[src/rtl/dot_pkg.sv]
// Shared constants and FSM encoding for the dot-product vector loader.
// Latency: n/a (declarations only).
// Backpressure: n/a.
package dot_pkg;

    localparam int DOT_DIM        = 10;
    localparam int DOT_A_WIDTH    = 16;
    localparam int DOT_B_WIDTH    = 16;
    localparam int DOT_RES_WIDTH  = 36;
    localparam int DOT_DP_LATENCY = 4;

    typedef enum logic [1:0] {
        FILL   = 2'd0,
        ISSUE  = 2'd1,
        WAIT   = 2'd2,
        RESULT = 2'd3
    } dot_state_e;

    // Counter width able to index 0..n-1, never narrower than one bit.
    function automatic int idx_width(input int n);
        return (n > 1) ? $clog2(n) : 1;
    endfunction

endpackage

[src/rtl/vec_stage.sv]
// Serial-to-parallel staging: element idx_i lands in slice idx_i of a staging vector; load_i publishes it.
// Latency: vec_o updates on the edge that accepts the load (the element written that cycle is included).
// Backpressure: none; the caller gates wr_en_i/load_i.
// Ports: clk_i/rst_i (sync active-high), wr_en_i/idx_i/elem_i write one element,
//        load_i copies staging (with this cycle's write) to vec_o, vec_o holds otherwise.
module vec_stage
    import dot_pkg::*;
#(
    parameter int DIM   = DOT_DIM,
    parameter int W     = DOT_A_WIDTH,
    parameter int IDX_W = idx_width(DIM)
) (
    input  logic               clk_i,
    input  logic               rst_i,
    input  logic               wr_en_i,
    input  logic [IDX_W-1:0]   idx_i,
    input  logic [W-1:0]       elem_i,
    input  logic               load_i,
    output logic [DIM*W-1:0]   vec_o
);

    logic [DIM*W-1:0] stage_q, stage_d;
    logic [DIM*W-1:0] vec_q, vec_d;

    always_comb begin
        stage_d = stage_q;
        if (wr_en_i) begin
            stage_d[int'(idx_i)*W +: W] = elem_i;
        end
        vec_d = vec_q;
        // Copy the post-write view so the final element is not a cycle late.
        if (load_i) begin
            vec_d = stage_d;
        end
    end

    always_ff @(posedge clk_i) begin
        if (rst_i) begin
            stage_q <= '0;
            vec_q   <= '0;
        end else begin
            stage_q <= stage_d;
            vec_q   <= vec_d;
        end
    end

    assign vec_o = vec_q;

endmodule

[src/rtl/dot_vector_loader.sv]
// Collects DIM (A,B) element pairs, presents them as packed vectors to a dotProduct unit, then hands back its result.
// Latency: VecValid the cycle after the DIM-th transfer; ResValid DP_LATENCY cycles later (+1 with result capture).
// Backpressure: InReady only in FILL; ResValid holds until ResReady, after which FILL resumes next edge.
// Ports: Clock/Reset (sync active-high); InValid/InReady/InA/InB element input; A/B/VecValid vector output;
//        DotProduct result input; ResValid/ResReady result handshake; ResData only with DOT_LOADER_RESULT_CAPTURE_EN.
// Optional feature macro: DOT_LOADER_RESULT_CAPTURE_EN (registers DotProduct into ResData, adds one cycle).
module dot_vector_loader
    import dot_pkg::*;
#(
    parameter int DIM          = DOT_DIM,
    parameter int A_DATA_WIDTH = DOT_A_WIDTH,
    parameter int B_DATA_WIDTH = DOT_B_WIDTH,
    parameter int RES_WIDTH    = DOT_RES_WIDTH,
    parameter int DP_LATENCY   = DOT_DP_LATENCY
) (
    input  logic                      Clock,
    input  logic                      Reset,
    input  logic                      InValid,
    output logic                      InReady,
    input  logic [A_DATA_WIDTH-1:0]   InA,
    input  logic [B_DATA_WIDTH-1:0]   InB,
    output logic [A_DATA_WIDTH*DIM-1:0] A,
    output logic [B_DATA_WIDTH*DIM-1:0] B,
    output logic                      VecValid,
    input  logic [RES_WIDTH-1:0]      DotProduct,
    output logic                      ResValid,
    input  logic                      ResReady
`ifdef DOT_LOADER_RESULT_CAPTURE_EN
    ,
    output logic [RES_WIDTH-1:0]      ResData
`endif
);

    localparam int IDX_W = idx_width(DIM);
    localparam int CNT_W = idx_width(DP_LATENCY + 1);
    localparam logic [IDX_W-1:0] LAST_IDX = IDX_W'(DIM - 1);

    // Cycles spent in WAIT: the capture register needs the result one cycle
    // before RESULT, so the capture build waits one cycle longer.
`ifdef DOT_LOADER_RESULT_CAPTURE_EN
    localparam int WAIT_CYCLES = DP_LATENCY;
`else
    localparam int WAIT_CYCLES = DP_LATENCY - 1;
`endif

    dot_state_e         state_q, state_d;
    logic [IDX_W-1:0]   idx_q, idx_d;
    logic [CNT_W-1:0]   cnt_q, cnt_d;
    logic               wr_en;
    logic               load;

    always_comb begin
        state_d  = state_q;
        idx_d    = idx_q;
        cnt_d    = cnt_q;
        InReady  = 1'b0;
        VecValid = 1'b0;
        ResValid = 1'b0;
        wr_en    = 1'b0;
        load     = 1'b0;
        case (state_q)
            FILL: begin
                InReady = 1'b1;
                if (InValid) begin
                    wr_en = 1'b1;
                    if (idx_q == LAST_IDX) begin
                        load    = 1'b1;
                        idx_d   = '0;
                        state_d = ISSUE;
                    end else begin
                        idx_d = idx_q + IDX_W'(1);
                    end
                end
            end
            ISSUE: begin
                VecValid = 1'b1;
                if (WAIT_CYCLES == 0) begin
                    state_d = RESULT;
                end else begin
                    cnt_d   = CNT_W'(WAIT_CYCLES);
                    state_d = WAIT;
                end
            end
            WAIT: begin
                // cnt_q holds the WAIT cycles remaining including this one.
                if (cnt_q <= CNT_W'(1)) begin
                    cnt_d   = '0;
                    state_d = RESULT;
                end else begin
                    cnt_d = cnt_q - CNT_W'(1);
                end
            end
            RESULT: begin
                ResValid = 1'b1;
                if (ResReady) begin
                    state_d = FILL;
                end
            end
            default: state_d = FILL;
        endcase
    end

    always_ff @(posedge Clock) begin
        if (Reset) begin
            state_q <= FILL;
            idx_q   <= '0;
            cnt_q   <= '0;
        end else begin
            state_q <= state_d;
            idx_q   <= idx_d;
            cnt_q   <= cnt_d;
        end
    end

    vec_stage #(
        .DIM   (DIM),
        .W     (A_DATA_WIDTH),
        .IDX_W (IDX_W)
    ) u_stage_a (
        .clk_i   (Clock),
        .rst_i   (Reset),
        .wr_en_i (wr_en),
        .idx_i   (idx_q),
        .elem_i  (InA),
        .load_i  (load),
        .vec_o   (A)
    );

    vec_stage #(
        .DIM   (DIM),
        .W     (B_DATA_WIDTH),
        .IDX_W (IDX_W)
    ) u_stage_b (
        .clk_i   (Clock),
        .rst_i   (Reset),
        .wr_en_i (wr_en),
        .idx_i   (idx_q),
        .elem_i  (InB),
        .load_i  (load),
        .vec_o   (B)
    );

`ifdef DOT_LOADER_RESULT_CAPTURE_EN
    logic [RES_WIDTH-1:0] res_q, res_d;

    // Sample on the last WAIT cycle, which is cycle N+DP_LATENCY.
    always_comb begin
        res_d = res_q;
        if (state_q == WAIT && cnt_q <= CNT_W'(1)) begin
            res_d = DotProduct;
        end
    end

    always_ff @(posedge Clock) begin
        if (Reset) begin
            res_q <= '0;
        end else begin
            res_q <= res_d;
        end
    end

    assign ResData = res_q;
`else
    // Consumer reads DotProduct directly in this build.
    logic unused_dot_product;
    assign unused_dot_product = ^DotProduct;
`endif

endmodule

[config.mk]
export PLATFORM = sky130hd
export DESIGN_NAME = dot_vector_loader
export DESIGN_NICKNAME = d
export VERILOG_FILES = /design/src/rtl/dot_pkg.sv /design/src/rtl/vec_stage.sv /design/src/rtl/dot_vector_loader.sv
export SDC_FILE = /design/constraint.sdc
export NUM_CORES = 1
export LEC_CHECK = 0
export BUFFER_PORTS_ARGS = -buffer_cell sky130_fd_sc_hd__buf_4
export CAP_MARGIN = 20
export CELL_PAD_IN_SITES_DETAIL_PLACEMENT = 0
export CELL_PAD_IN_SITES_GLOBAL_PLACEMENT = 1
export CORE_ASPECT_RATIO = 0.75
export CORE_UTILIZATION = 45
export DETAILED_ROUTE_END_ITERATION = 8
export PLACE_DENSITY = 0.83
export REMOVE_ABC_BUFFERS = 1
export SLEW_MARGIN = 20
export SYNTH_ARGS = -nofsm -noshare
export SYNTH_HDL_FRONTEND = slang
export SYNTH_SLANG_ARGS = --single-unit
[constraint.sdc]
create_clock -name Clock -period 8.7 [get_ports Clock]
set_input_delay 0.87 -clock Clock [delete_from_list [all_inputs] [get_ports Clock]]
set_output_delay 0.87 -clock Clock [all_outputs]
set_load 0.1 [all_outputs]
Word-level counts from Yosys, hierarchy flattened
Cells that the tools add are included.
{"block": "totals", "regBits": 649, "latchBits": 0, "ramBits": 0, "rom_bits": 0, "input_bits": 72, "wordCells": 46, "mem_count": 0}
{"block": "op_classes", "add_sub_neg": 3, "multipliers": 0, "div": 0, "magnitude_cmp": 1, "n_eq_ne": 8, "n_shift": 3, "muxes": 20, "bitwise": 0, "reduce_logical": 4}
{"cell": "$bwmux W160", "n": 2}
{"cell": "$mux W160", "n": 2}
{"cell": "$shiftx A16 B33 Y160", "n": 2}
{"cell": "$shift A16 B33 Y160 const A", "n": 1}
{"cell": "$neg A8 Y33", "n": 1}
{"cell": "$mux W1", "n": 8}
{"cell": "$mux W2", "n": 4}
{"cell": "$ne A2 B2 Y1 const B", "n": 4}
{"cell": "$pmux W2 S4", "n": 1}
{"cell": "$pmux W3 S2", "n": 1}
{"cell": "$add A4 B1 Y4 const B", "n": 1}
{"cell": "$eq A2 B2 Y1 const B", "n": 2}
{"cell": "$eq A4 B4 Y1 const B", "n": 1}
{"cell": "$mux W4", "n": 1}
{"cell": "$reduce_and A4 Y1", "n": 1}
{"cell": "$le A3 B1 Y1 const B", "n": 1}
{"cell": "$mux W3", "n": 1}
{"cell": "$sub A3 B1 Y3 const B", "n": 1}
{"cell": "$eq A2 B1 Y1 const B", "n": 1}
{"cell": "$logic_not A2 Y1", "n": 1}
{"cell": "$reduce_and A2 Y1", "n": 1}
{"cell": "$reduce_bool A2 Y1", "n": 1}

Depth between registers and ports, before layout
{"block": "depth", "word_depth": 4, "mapped_depth": 11, "depth_no_buf": 6}

Hierarchy
A second synthesis with hierarchy kept.
{"block": "hier_totals", "hier_cells": 2379, "area_unflattened_um2": 23362.4}
{"module": "vec_stage (u_stage_a)", "n_inst": 1, "cells_each": 1182, "area_each_um2": 11588.6}
{"module": "vec_stage (u_stage_b)", "n_inst": 1, "cells_each": 1135, "area_each_um2": 11244.5}
{"module": "dot_vector_loader", "n_inst": 1, "cells_each": 62, "area_each_um2": 529.3}

Worst setup path before layout
No wires, ideal clock.
{"block": "synth_path", "path_type": "register to register", "startpoint": "reg idx_q[0]", "endpoint": "reg u_stage_a.vec_q[113] (netlist: u_stage_a.vec_o[113])", "t_arrival_ps": 2995, "required_ps": 8554, "slack_ps": 5559, "path_stages_with_launch": 12, "path_buffers": 5, "period_less_slack_ps": 3141, "cell_sequence": "dfxtp_1 buf_2 clkbuf_1 clkbuf_1 nor3_1 ha_1 nand4b_1 buf_6 a2111oi_4 buf_6 mux2i_1 a211oi_2"}
{"block": "synth_via", "elab_chain_len": 4}
{"item": "start, declared", "line": "dot_vector_loader.sv:47", "rtl": "logic [IDX_W-1:0] idx_q, idx_d;"}
{"item": "start signal, assigned", "line": "dot_vector_loader.sv:110", "rtl": "idx_q <= idx_d;"}
{"item": "$neg A8 Y33 or $eq A4 B4 Y1 (tied branches)", "line": "vec_stage.sv:28, dot_vector_loader.sv:66"}
{"item": "$shiftx A16 B33 Y160, or another cell as far along", "line": "vec_stage.sv:28", "rtl": "stage_d[int'(idx_i)*W +: W] = elem_i;"}
{"item": "$bwmux W160 or $mux W1 (tied branches)", "line": "vec_stage.sv:28, dot_vector_loader.sv:64"}
{"item": "$mux W160 or $mux W1 (tied branches)", "line": "vec_stage.sv:27, dot_vector_loader.sv:61"}
{"item": "end signal, assigned", "line": "vec_stage.sv:43", "rtl": "vec_q <= vec_d;"}
{"item": "end, declared", "line": "vec_stage.sv:23", "rtl": "logic [DIM*W-1:0] vec_q, vec_d;"}
Parallel ways exist; a longest one is shown, timed or not.
A chain may end at the register's enable or synchronous reset.

Worst setup path in the final report
{"block": "layout_path", "startpoint": "reg idx_q[0]", "endpoint": "reg u_stage_b.vec_q[117] (netlist: u_stage_b.vec_o[117])"}
{"block": "layout_via", "elab_chain_len": 4}
{"item": "$neg A8 Y33 or $eq A4 B4 Y1 (tied branches)", "line": "vec_stage.sv:28, dot_vector_loader.sv:66"}
{"item": "$shiftx A16 B33 Y160, or another cell as far along", "line": "vec_stage.sv:28"}
{"item": "$bwmux W160 or $mux W1 (tied branches)", "line": "vec_stage.sv:28, dot_vector_loader.sv:64"}
{"item": "$mux W160 or $mux W1 (tied branches)", "line": "vec_stage.sv:27, dot_vector_loader.sv:61"}
{"item": "end signal, assigned", "line": "vec_stage.sv:43"}
{"item": "end, declared", "line": "vec_stage.sv:23"}
Parallel ways exist; a longest one is shown, timed or not.

==> metrics <==
sw power=around 0.0014 W; failing checks=DRC; initial antenna violation count=0; Clk pwr share=44.8%; Int Pwr=approximately 0.0047 W; Setup CP Type=flip-flop to flip-flop; WL/cell=18.7 microns; share of layout cells above drive strength 1=around 22%; # IOs=between 300 and 400; period utilisation layout=between 50% and 60%; core area=between 0.05 and 0.06 sq mm; startpoint types=flip-flop; synthesized area=roughly 0.024 sq mm; post-synthesis async set-or-reset flop share=0%; fin nets=between 2,000 and 3,000; Final ANT Viol Nets=0; critical path arrival=5.40 ns; crit end category=flip-flop; post-detail-place hpwl=approximately 38 mm; worst-path maximum fanout=between 40 and 50; Num Clock Sinks=around 650; synth-to-layout area growth=21.0%; vias per cell=roughly 5.4; PnR Total Power=~0.006 W; Site Rows=72; slew margin rel.=about a fifth; DR pass1 iterations=7; Seq pwr share=49.3%; yosys warns=0; P per Cell Area=213 mW/mm^2; Setup Fix Bufs, Post-CTS=0; Clock Path Buffers=3; Die Wd=about 270 microns; DRC=1; total CTS buffers=61; #FFs+latches synth=approximately 650; post-synth top area share=between 50 and 60%; Most used DFF post-synth=dfxtp_1; fmax=around 0.20 GHz; number of synthesized flops with an enable pin=0; leakage power=between 10 and 15 nW; dominant cells by area after synthesis=dfxtp_1 (55%), mux2i_1 (10%), nor2_1 (8.0%), a211oi_1 (5.0%), a211oi_2 (4.8%); CP Data Required Time=approximately 9.2 ns; Skew-Pair Late Insertion Delay=0.62 ns; grt ovf=0; RSZ-0062 raised after global routing=false; Post-synth top cells=dfxtp_1 (649), nor2_1 (502), mux2i_1 (248); post-cts resize count=0; Antenna diodes=0; CTS Root Cell=clkbuf_16; first-pass GRT wire length=roughly 97 mm; max-cap check violation count=0; top-count cell post-synth=dfxtp_1; Final Setup Violations=0; Least-Margin Pin Slew=1.22 ns; sequential area share after synthesis=between 50% and 60%; CTS clk-pin slew, worst paths=0.06 ns; Comb pwr share=slightly below 6%; Buffers on Ports=between 300 and 400; Post-Syn Instances=2,357; run status=complete, but fails checks; Die Y=about 200 microns; fin crit period=roughly 5 ns; Max Slew Vio Count=0; number of distinct library cells after synthesis=45; CTS H-tree lvls=2; clock skew=around 0.015 ns; largest area contributor in the synthesized netlist=dfxtp_1; # hold bufs at CTS=0; post-placement setup slack=between 3 and 4 ns; Sw Share=a little under a quarter; Final Hold Viols=0; largest net degree at the start of global routing=around 240; type of the worst min-delay path=flip-flop to flip-flop; VDD IR max=about 180 uV; PnR worst setup slack=3.77 ns; Die ar.=around 0.053 sq mm; CTS tree=yes; final core occ=roughly 55%; DR iter-0 viols=1,188; number of global-route vias before repair=between 15,000 and 20,000; RD Place Congestion=roughly 0.77; initial core utilization=between 40% and 50%; GRT Resource Usage Total=22.8%; total number of vias=18,000; Mean Syn Cell Area=10.0 sq um; Finished Layout Cells=approximately 3,300; placed cells=~3,200; final WL=between 60 and 70 mm
-- cells in the final DEF (no fill, tap or decap), types with 11 or more instances in the layout --
| cell | synthesis | final |
|---|---|---|
| clkbuf_1 | 158 | 16 |
| mux2i_1 | 248 | 248 |
| o21bai_1 | 64 | 64 |
| dfxtp_1 | 649 | 648 |
| clkinv_2 | 0 | 11 |
| a31oi_1 | 64 | 64 |
| nor2_1 | 502 | 502 |
| o21ai_1 | 61 | 60 |
| buf_4 | 13 | 380 |
| a211oi_1 | 158 | 158 |
| a21oi_1 | 88 | 88 |
| nor3b_1 | 32 | 32 |
| nand3_1 | 76 | 76 |
| nand2_1 | 37 | 37 |
| a211oi_2 | 91 | 90 |
| clkbuf_16 | 0 | 63 |
-- power groups by stage --
stage / Combinational [W] / Sequential [W] / Clock (W)
after floorplan: 0.000180 / 0.00308 / 0
after global placement: 0.000351 / 0.00307 / 0
after detailed placement: 0.000360 / 0.00307 / 0
after CTS: 0.000361 / 0.00300 / 0.00279
after global routing: 0.000388 / 0.00301 / 0.00293
final: 0.000361 / 0.00301 / 0.00274
-- registers in the layout (all words and copies together) (netlist names) --
register           cells
u_stage_a.vec_o      160
idx_q                  4
cnt_q                  3
u_stage_a.stage_q    160
u_stage_b.vec_o      160
u_stage_b.stage_q    160
state_q                2
-- per-stage QoR --
step                      hold slack (ns)  area [sq um]  TNS [ns]
after detailed placement            0.442         26600         0
after CTS                           0.451         28600         0
after global routing                0.462         28600         0
after global placement              0.442         26600         0
after floorplan                     0.426         22700  -2157.72
final                               0.451         28600         0
-- final timing paths --
check / slack (ns) / start / to / cells after the start
worst min-delay path: 0.45 / u_stage_b.stage_q[13]$_SDFF_PP0_ / u_stage_b.vec_o[13]$_SDFFE_PP0P_ / 2
worst max register to register: 3.77 / idx_q[0]$_SDFFE_PP0P_ / u_stage_b.vec_o[117]$_SDFFE_PP0P_ / 8
worst max-delay path: 3.77 / idx_q[0]$_SDFFE_PP0P_ / u_stage_b.vec_o[117]$_SDFFE_PP0P_ / 8
worst min register to register: 0.45 / u_stage_b.stage_q[13]$_SDFF_PP0_ / u_stage_b.vec_o[13]$_SDFFE_PP0P_ / 2
-- worst max-delay path, cell delays in order (launching register included) --
cell       delay, ns
dfxtp_2         0.31
buf_4           0.59
nor3_1          0.19
ha_1            0.53
nand4b_1        0.75
a2111oi_4       1.25
buf_4           0.62
mux2i_1         0.36
a211oi_2        0.11
-- final cells by class --
type / instances / area (sq um)
clock buffer: 89 / 1770
clock inverter: 21 / 289
fill: 4586 / 23100
inverter: 10 / 37.5
multi-input combinational: 1483 / 9700
sequential: 649 / 13000
tap: 703 / 880
timing repair buffer: 385 / 2950
-- logic make-up after synthesis --
kind of cell / after synthesis / share of synthesized area, %
multiplexers: 248 / 10.5
adder cells (fa/ha/maj): 9 / 0.476
AND/OR/NAND/NOR: 683 / 12.3
AO/OA/AOI/OAI: 541 / 17.4
buffers and inverters: 225 / 4.29
flip-flops: 649 / 54.9
XOR/XNOR: 2 / 0.106
-- metal layers --
metal / track usage [%] / vias up / routed length (microns)
met5: 0 / - / 0
met4: 6.44 / 0 / 1410
met3: 6.06 / 92 / 4380
met2: 35.9 / 462 / 28300
met1: 30.5 / 8730 / 28400
li1: - / 8728 / -
Power figures use the tool's default switching activity.
